$ cat config.mk
export PLATFORM = sky130hd
export DESIGN_NAME = ysyx_23060124_ifu
export DESIGN_NICKNAME = d
export VERILOG_FILES = /design/src/rtl/ysyx_23060124_ifu_pkg.sv /design/src/rtl/ysyx_23060124_ifu.sv
export SDC_FILE = /design/constraint.sdc
export NUM_CORES = 1
export LEC_CHECK = 0
export BUFFER_PORTS_ARGS = -buffer_cell sky130_fd_sc_hd__clkbuf_2
export CORE_MARGIN = 2
export CORE_UTILIZATION = 47
export DETAILED_ROUTE_END_ITERATION = 10
export PLACE_DENSITY_LB_ADDON = 0.1
export SYNTH_ARGS = -nofsm -noshare
export SYNTH_HDL_FRONTEND = slang
export SYNTH_SLANG_ARGS = --single-unit
$ cat constraint.sdc
create_clock -name clk -period 3.05 [get_ports clk]
set_input_delay 0.7625 -clock clk [delete_from_list [all_inputs] [get_ports clk]]
set_output_delay 0.7625 -clock clk [all_outputs]
set_load 0.01 [all_outputs]
$ cat src/rtl/ysyx_23060124_ifu_pkg.sv
// ysyx_23060124_ifu_pkg
// Shared definitions for the instruction fetch unit: bus width, the
// instruction substituted on a fetch error, the OKAY read response code
// and the 3-bit fetch FSM state encoding.
package ysyx_23060124_ifu_pkg;

    localparam int ISA_WIDTH = 32;

    // Harmless ADDI x0,x0,0 handed to decode whenever the fetch failed
    localparam logic [ISA_WIDTH-1:0] NOP_INST = 32'h0000_0013;

    localparam logic [1:0] RESP_OKAY = 2'b00;

    typedef enum logic [2:0] {
        IFU_IDLE = 3'd0,
        IFU_AR   = 3'd1,
        IFU_R    = 3'd2,
        IFU_HOLD = 3'd3,
        IFU_DROP = 3'd4
    } ifu_state_e;

endpackage

$ cat src/rtl/ysyx_23060124_ifu.sv
// ysyx_23060124_ifu
// Instruction fetch unit. Takes one PC per handshake from the PC unit,
// issues a single-beat read on the instruction memory read channel and
// hands the fetched word plus its PC to decode over valid/ready.
// Ports:
//   clk, i_rst_n                    clock, async active-low reset
//   i_pc, i_pc_valid, o_pc_ready    PC input handshake
//   o_araddr, o_arvalid, i_arready  read address channel
//   i_rdata, i_rresp, i_rvalid,
//   o_rready                        read data channel
//   o_inst, o_inst_pc, o_fetch_err,
//   o_inst_valid, i_inst_ready      instruction output handshake
//   i_flush                         redirect, discards any fetch in flight
// Every output is a register, so no input reaches an output combinationally.
module ysyx_23060124_ifu
    import ysyx_23060124_ifu_pkg::*;
(
    input  logic                 clk,
    input  logic                 i_rst_n,
    input  logic [ISA_WIDTH-1:0] i_pc,
    input  logic                 i_pc_valid,
    output logic                 o_pc_ready,
    output logic [ISA_WIDTH-1:0] o_araddr,
    output logic                 o_arvalid,
    input  logic                 i_arready,
    input  logic [ISA_WIDTH-1:0] i_rdata,
    input  logic [1:0]           i_rresp,
    input  logic                 i_rvalid,
    output logic                 o_rready,
    output logic [ISA_WIDTH-1:0] o_inst,
    output logic [ISA_WIDTH-1:0] o_inst_pc,
    output logic                 o_fetch_err,
    output logic                 o_inst_valid,
    input  logic                 i_inst_ready,
    input  logic                 i_flush
);

    ifu_state_e           state_q;
    ifu_state_e           state_d;
    logic [ISA_WIDTH-1:0] pc_q;
    logic [ISA_WIDTH-1:0] inst_q;
    logic                 err_q;
    logic                 flush_pend;
    logic                 pc_ready_q;
    logic                 arvalid_q;
    logic                 rready_q;
    logic                 inst_valid_q;
    logic                 misaligned;

    assign misaligned = (i_pc[1:0] != 2'b00);

    // Next-state selection. A flush seen while the address is still being
    // offered cannot retract arvalid, so it is remembered in flush_pend and
    // steers the address handshake into DROP. In HOLD a flush wins over a
    // simultaneous i_inst_ready.
    always_comb begin
        state_d = state_q;
        case (state_q)
            IFU_IDLE: begin
                if (i_pc_valid) begin
                    state_d = misaligned ? IFU_HOLD : IFU_AR;
                end
            end
            IFU_AR: begin
                if (i_arready) begin
                    state_d = (flush_pend || i_flush) ? IFU_DROP : IFU_R;
                end
            end
            IFU_R: begin
                if (i_flush) begin
                    state_d = i_rvalid ? IFU_IDLE : IFU_DROP;
                end else if (i_rvalid) begin
                    state_d = IFU_HOLD;
                end
            end
            IFU_HOLD: begin
                if (i_flush || i_inst_ready) begin
                    state_d = IFU_IDLE;
                end
            end
            IFU_DROP: begin
                if (i_rvalid) begin
                    state_d = IFU_IDLE;
                end
            end
            default: state_d = IFU_IDLE;
        endcase
    end

    // State, data and output registers. Handshake outputs are decoded from
    // the next state so they line up with the state they belong to. A
    // misaligned PC never reaches the bus; it is reported with a NOP.
    always_ff @(posedge clk or negedge i_rst_n) begin
        if (!i_rst_n) begin
            state_q      <= IFU_IDLE;
            pc_q         <= '0;
            inst_q       <= '0;
            err_q        <= 1'b0;
            flush_pend   <= 1'b0;
            pc_ready_q   <= 1'b0;
            arvalid_q    <= 1'b0;
            rready_q     <= 1'b0;
            inst_valid_q <= 1'b0;
        end else begin
            state_q      <= state_d;
            pc_ready_q   <= (state_d == IFU_IDLE);
            arvalid_q    <= (state_d == IFU_AR);
            rready_q     <= (state_d == IFU_R) || (state_d == IFU_DROP);
            inst_valid_q <= (state_d == IFU_HOLD);

            if (state_q == IFU_IDLE && i_pc_valid) begin
                pc_q  <= i_pc;
                err_q <= misaligned;
                if (misaligned) begin
                    inst_q <= NOP_INST;
                end
            end

            if (state_q == IFU_R && i_rvalid && !i_flush) begin
                err_q  <= (i_rresp != RESP_OKAY);
                inst_q <= (i_rresp != RESP_OKAY) ? NOP_INST : i_rdata;
            end

            if (state_q == IFU_AR && !i_arready) begin
                flush_pend <= flush_pend | i_flush;
            end else begin
                flush_pend <= 1'b0;
            end
        end
    end

    assign o_pc_ready   = pc_ready_q;
    assign o_araddr     = pc_q;
    assign o_arvalid    = arvalid_q;
    assign o_rready     = rready_q;
    assign o_inst       = inst_q;
    assign o_inst_pc    = pc_q;
    assign o_fetch_err  = err_q;
    assign o_inst_valid = inst_valid_q;

endmodule

==> results by group <==
Setup path
  • CP Max Fanout: 30
  • CP required: 3.22 ns
  • CP delay by family, top: simple AND/OR/NAND/NOR gates
  • CP peak stage delay: 0.88 ns
  • Crit path cell chain: clkbuf_2, nor2_1, nand4_1, and2_1, o21ai_0
  • Crit-path slowest cell: and2_1
  • CP endpoint kind: flop
  • Crit path launch type: input pin
  • Worst path buffer plus inverter count: 1
  • Worst Setup Path Type: in -> reg
  • Register-to-Register Path Depth: 4
  • CP Depth: 5
  • WP data arrival: 2.24 ns

Synthesis
  • Adder-cell share of the synthesized area: 0%
  • Mapped Avg Cell Area: 10.7 um2
  • FF+latch count, synth: 73
  • Mapped Cells: 278
  • Seq/Total Area, Yosys: 61.6%
  • Count leader, synth: nand2_1
  • EDFF count, synth: 0
  • Synth area leaders: dfrtp_1 (62%), nand2_1 (13%), a22o_1 (8.6%)
  • Synth Area in Simple Gates: 15.9%
  • Mapped Nets: 351
  • Mux cell area share after synthesis: 0.380%
  • Top-area cell type share of the netlist area: 61.6%
  • Ys Warns: 0
  • Largest family of logic cells by synthesized area: simple AND/OR/NAND/NOR gates
  • Post-synthesis xor/xnor area fraction: 0%
  • Synth unique cells: 25
  • Cell taking the most area after synthesis: dfrtp_1
  • Most common library cells after synthesis: nand2_1 (99), dfrtp_1 (73), buf_4 (33)
  • Post-synthesis compound-gate area fraction: 11.6%
  • Synth async-reset ratio: 100%
  • Most used DFF post-synth: dfrtp_1
  • Mapped cell area: 2970 um2

Timing
  • Final hold viol count: 0
  • Final min period: 2.07 ns
  • Final TNS setup: 0 ns
  • # setup viols final: 0
  • Slew HR: 28.4%
  • Final Skew: 0.0121 ns
  • Worst Tran Pin Value: 1.07 ns
  • Max frequency: 483 MHz
  • RSZ-0062 raised after global routing: false
  • Final period utilization: 67.9%
  • Max Slew Vio Count: 0

Run
  • Max-Cap Viols: 0

Pwr
  • PD cells: 958 nW/um2
  • Tot Pwr: 3.74 mW
  • LEAKAGE: 2.27 nW
  • IR drop worst, VDD: 0.589 mV

Detailed routing
  • Drt pass-1 iters: 4
  • Post-route ant nets: 0
  • Via count: 2402
  • Per-cell routed wire length: 12.7 um
  • Initial DRC Count: 87
  • Drt total wl: 6.38 mm
  • DRC: 0
  • Post-DR vias/cell: 4.79

Finish
  • Share of cells above drive strength 1: 46.2%
  • P&R area growth vs syn: 31.7%
  • Sequential cell area: 1830 um2
  • Area occupied by multi-input gates: 832 um2
  • Final core occ: 64.8%
  • Final-stage net count: 494
  • Inserted Diodes: 0
  • Layout filler cell count: 508

Die
  • Die Width: 83.4 um
  • Die area: 6960 um2
  • Die height: 83.4 um
  • # IOs: 174
  • Initial core utilization: 49.2%
  • Core ar.: 6030 um2
  • Site row count: 28

Clock tree
  • Clk sinks: 73
  • H-Tree Level Count: 3
  • Clk slew on worst S/H paths: 0.07 ns
  • Hold_buf cts: 0
  • Num CTS Buffers: 9
  • Post-CTS setup buffer count: 0
  • PostCTS Resize Cnt: 0
  • Worst-Skew Late Latency: 0.34 ns
  • Clk root buf: clkbuf_8
  • TritonCTS clock tree: built
  • Max clock buf depth: 2

Placed design
  • Post-DP HPWL: 4.67 mm
  • I/O Buffers: 173
  • Final GP Congestion: 0.767

Global routing
  • GR Util All Layers: 19.0%
  • Met3 Use GR: 4.37%
  • Global route hottest layer: met2
  • Largest net degree at the start of global routing: 74
  • Initial antenna violation count: 0
  • First-pass GRT wire length: 10.6 mm
  • Met1 Use GR: 24.7%
  • Vias in the first global route: 2268
  • Total gr overflow: 0
  • Met2 GRT Util: 31.1%

Min path
  • Hold Path Depth: 2
  • Hold Path Class: reg -> reg

Status
  • Status: completed
worst reg2reg max path, stage by stage (launching register included):
cell,delay [ns]
dfrtp_1,0.47
inv_1,0.11
nand4_1,0.22
and2_1,0.88
o21ai_0,0.21
sequential cells by signal (all words and copies together) (netlist names):
register and count:
state_q 3, flush_pend 1, o_inst 32, o_rready 1
o_inst_valid 1, o_pc_ready 1, o_araddr 32, o_fetch_err 1
o_arvalid 1
layout by cell type (no fill, tap or decap), drive strengths merged, types with 2 or more instances in the layout:
cell type / Yosys / layout
clkbuf: 6 / 183
buf: 39 / 5
dfrtp: 73 / 73
nor2: 5 / 5
and2: 2 / 2
nor3: 2 / 2
a22o: 29 / 29
inv: 3 / 3
nand2: 99 / 99
bufinv: 0 / 3
o21ai: 3 / 3
nand3: 3 / 3
o22a: 3 / 3
logic make-up after synthesis:
logic type / Yosys count
compound gates: 41
buf+inv: 48
flops: 73
mux: 1
simple gates: 115
power by group:
part | total [mW] | internal (mW) | switching, mW
Sequential | 1.50 | 1.28 | 0.223
Clock | 0.901 | 0.565 | 0.336
Combinational | 1.34 | 0.561 | 0.781
Total | 3.74 | 2.40 | 1.34
cell type report:
cell class	count	share of cell area [%]
multi-input cells	157	21.3
clock inverters	5	2.63
well taps	75	2.40
flip-flops and latches	73	46.8
inverters	3	0.288
repair buffers	177	23.0
clock buffers	11	3.62
metal layers:
metal	part of all wire (%)	vias to the layer above
met1	42	1116
li1	-	1171
met4	1.7	0
met3	7.7	11
met5	0	-
met2	49	104
path summary, 6_finish.rpt:
kind / to / slack, ns / start
setup / recovery: o_fetch_err / 0.98 / i_flush
hold / removal: o_araddr[19] / 0.50 / o_araddr[19]
setup reg to reg: o_fetch_err / 1.00 / state_q[0]
hold reg to reg: o_araddr[19] / 0.50 / o_araddr[19]
max in group asynchronous: o_araddr[13] / 1.94 / i_rst_n
min in group asynchronous: o_araddr[28] / 0.54 / i_rst_n
stage by stage:
stage	setup slack [ns]	area (um2)	hold WS (ns)	instances
6_report	0.978	3910	0.501	501
5_1_grt	0.810	3910	0.521	501
4_1_cts	0.958	3910	0.507	501
3_5_place_dp	0.603	3660	0.489	485
3_3_place_gp	0.685	3660	0.479	485
2_1_floorplan	1.25	2970	0.467	278
(Power assumes the default switching activity.)
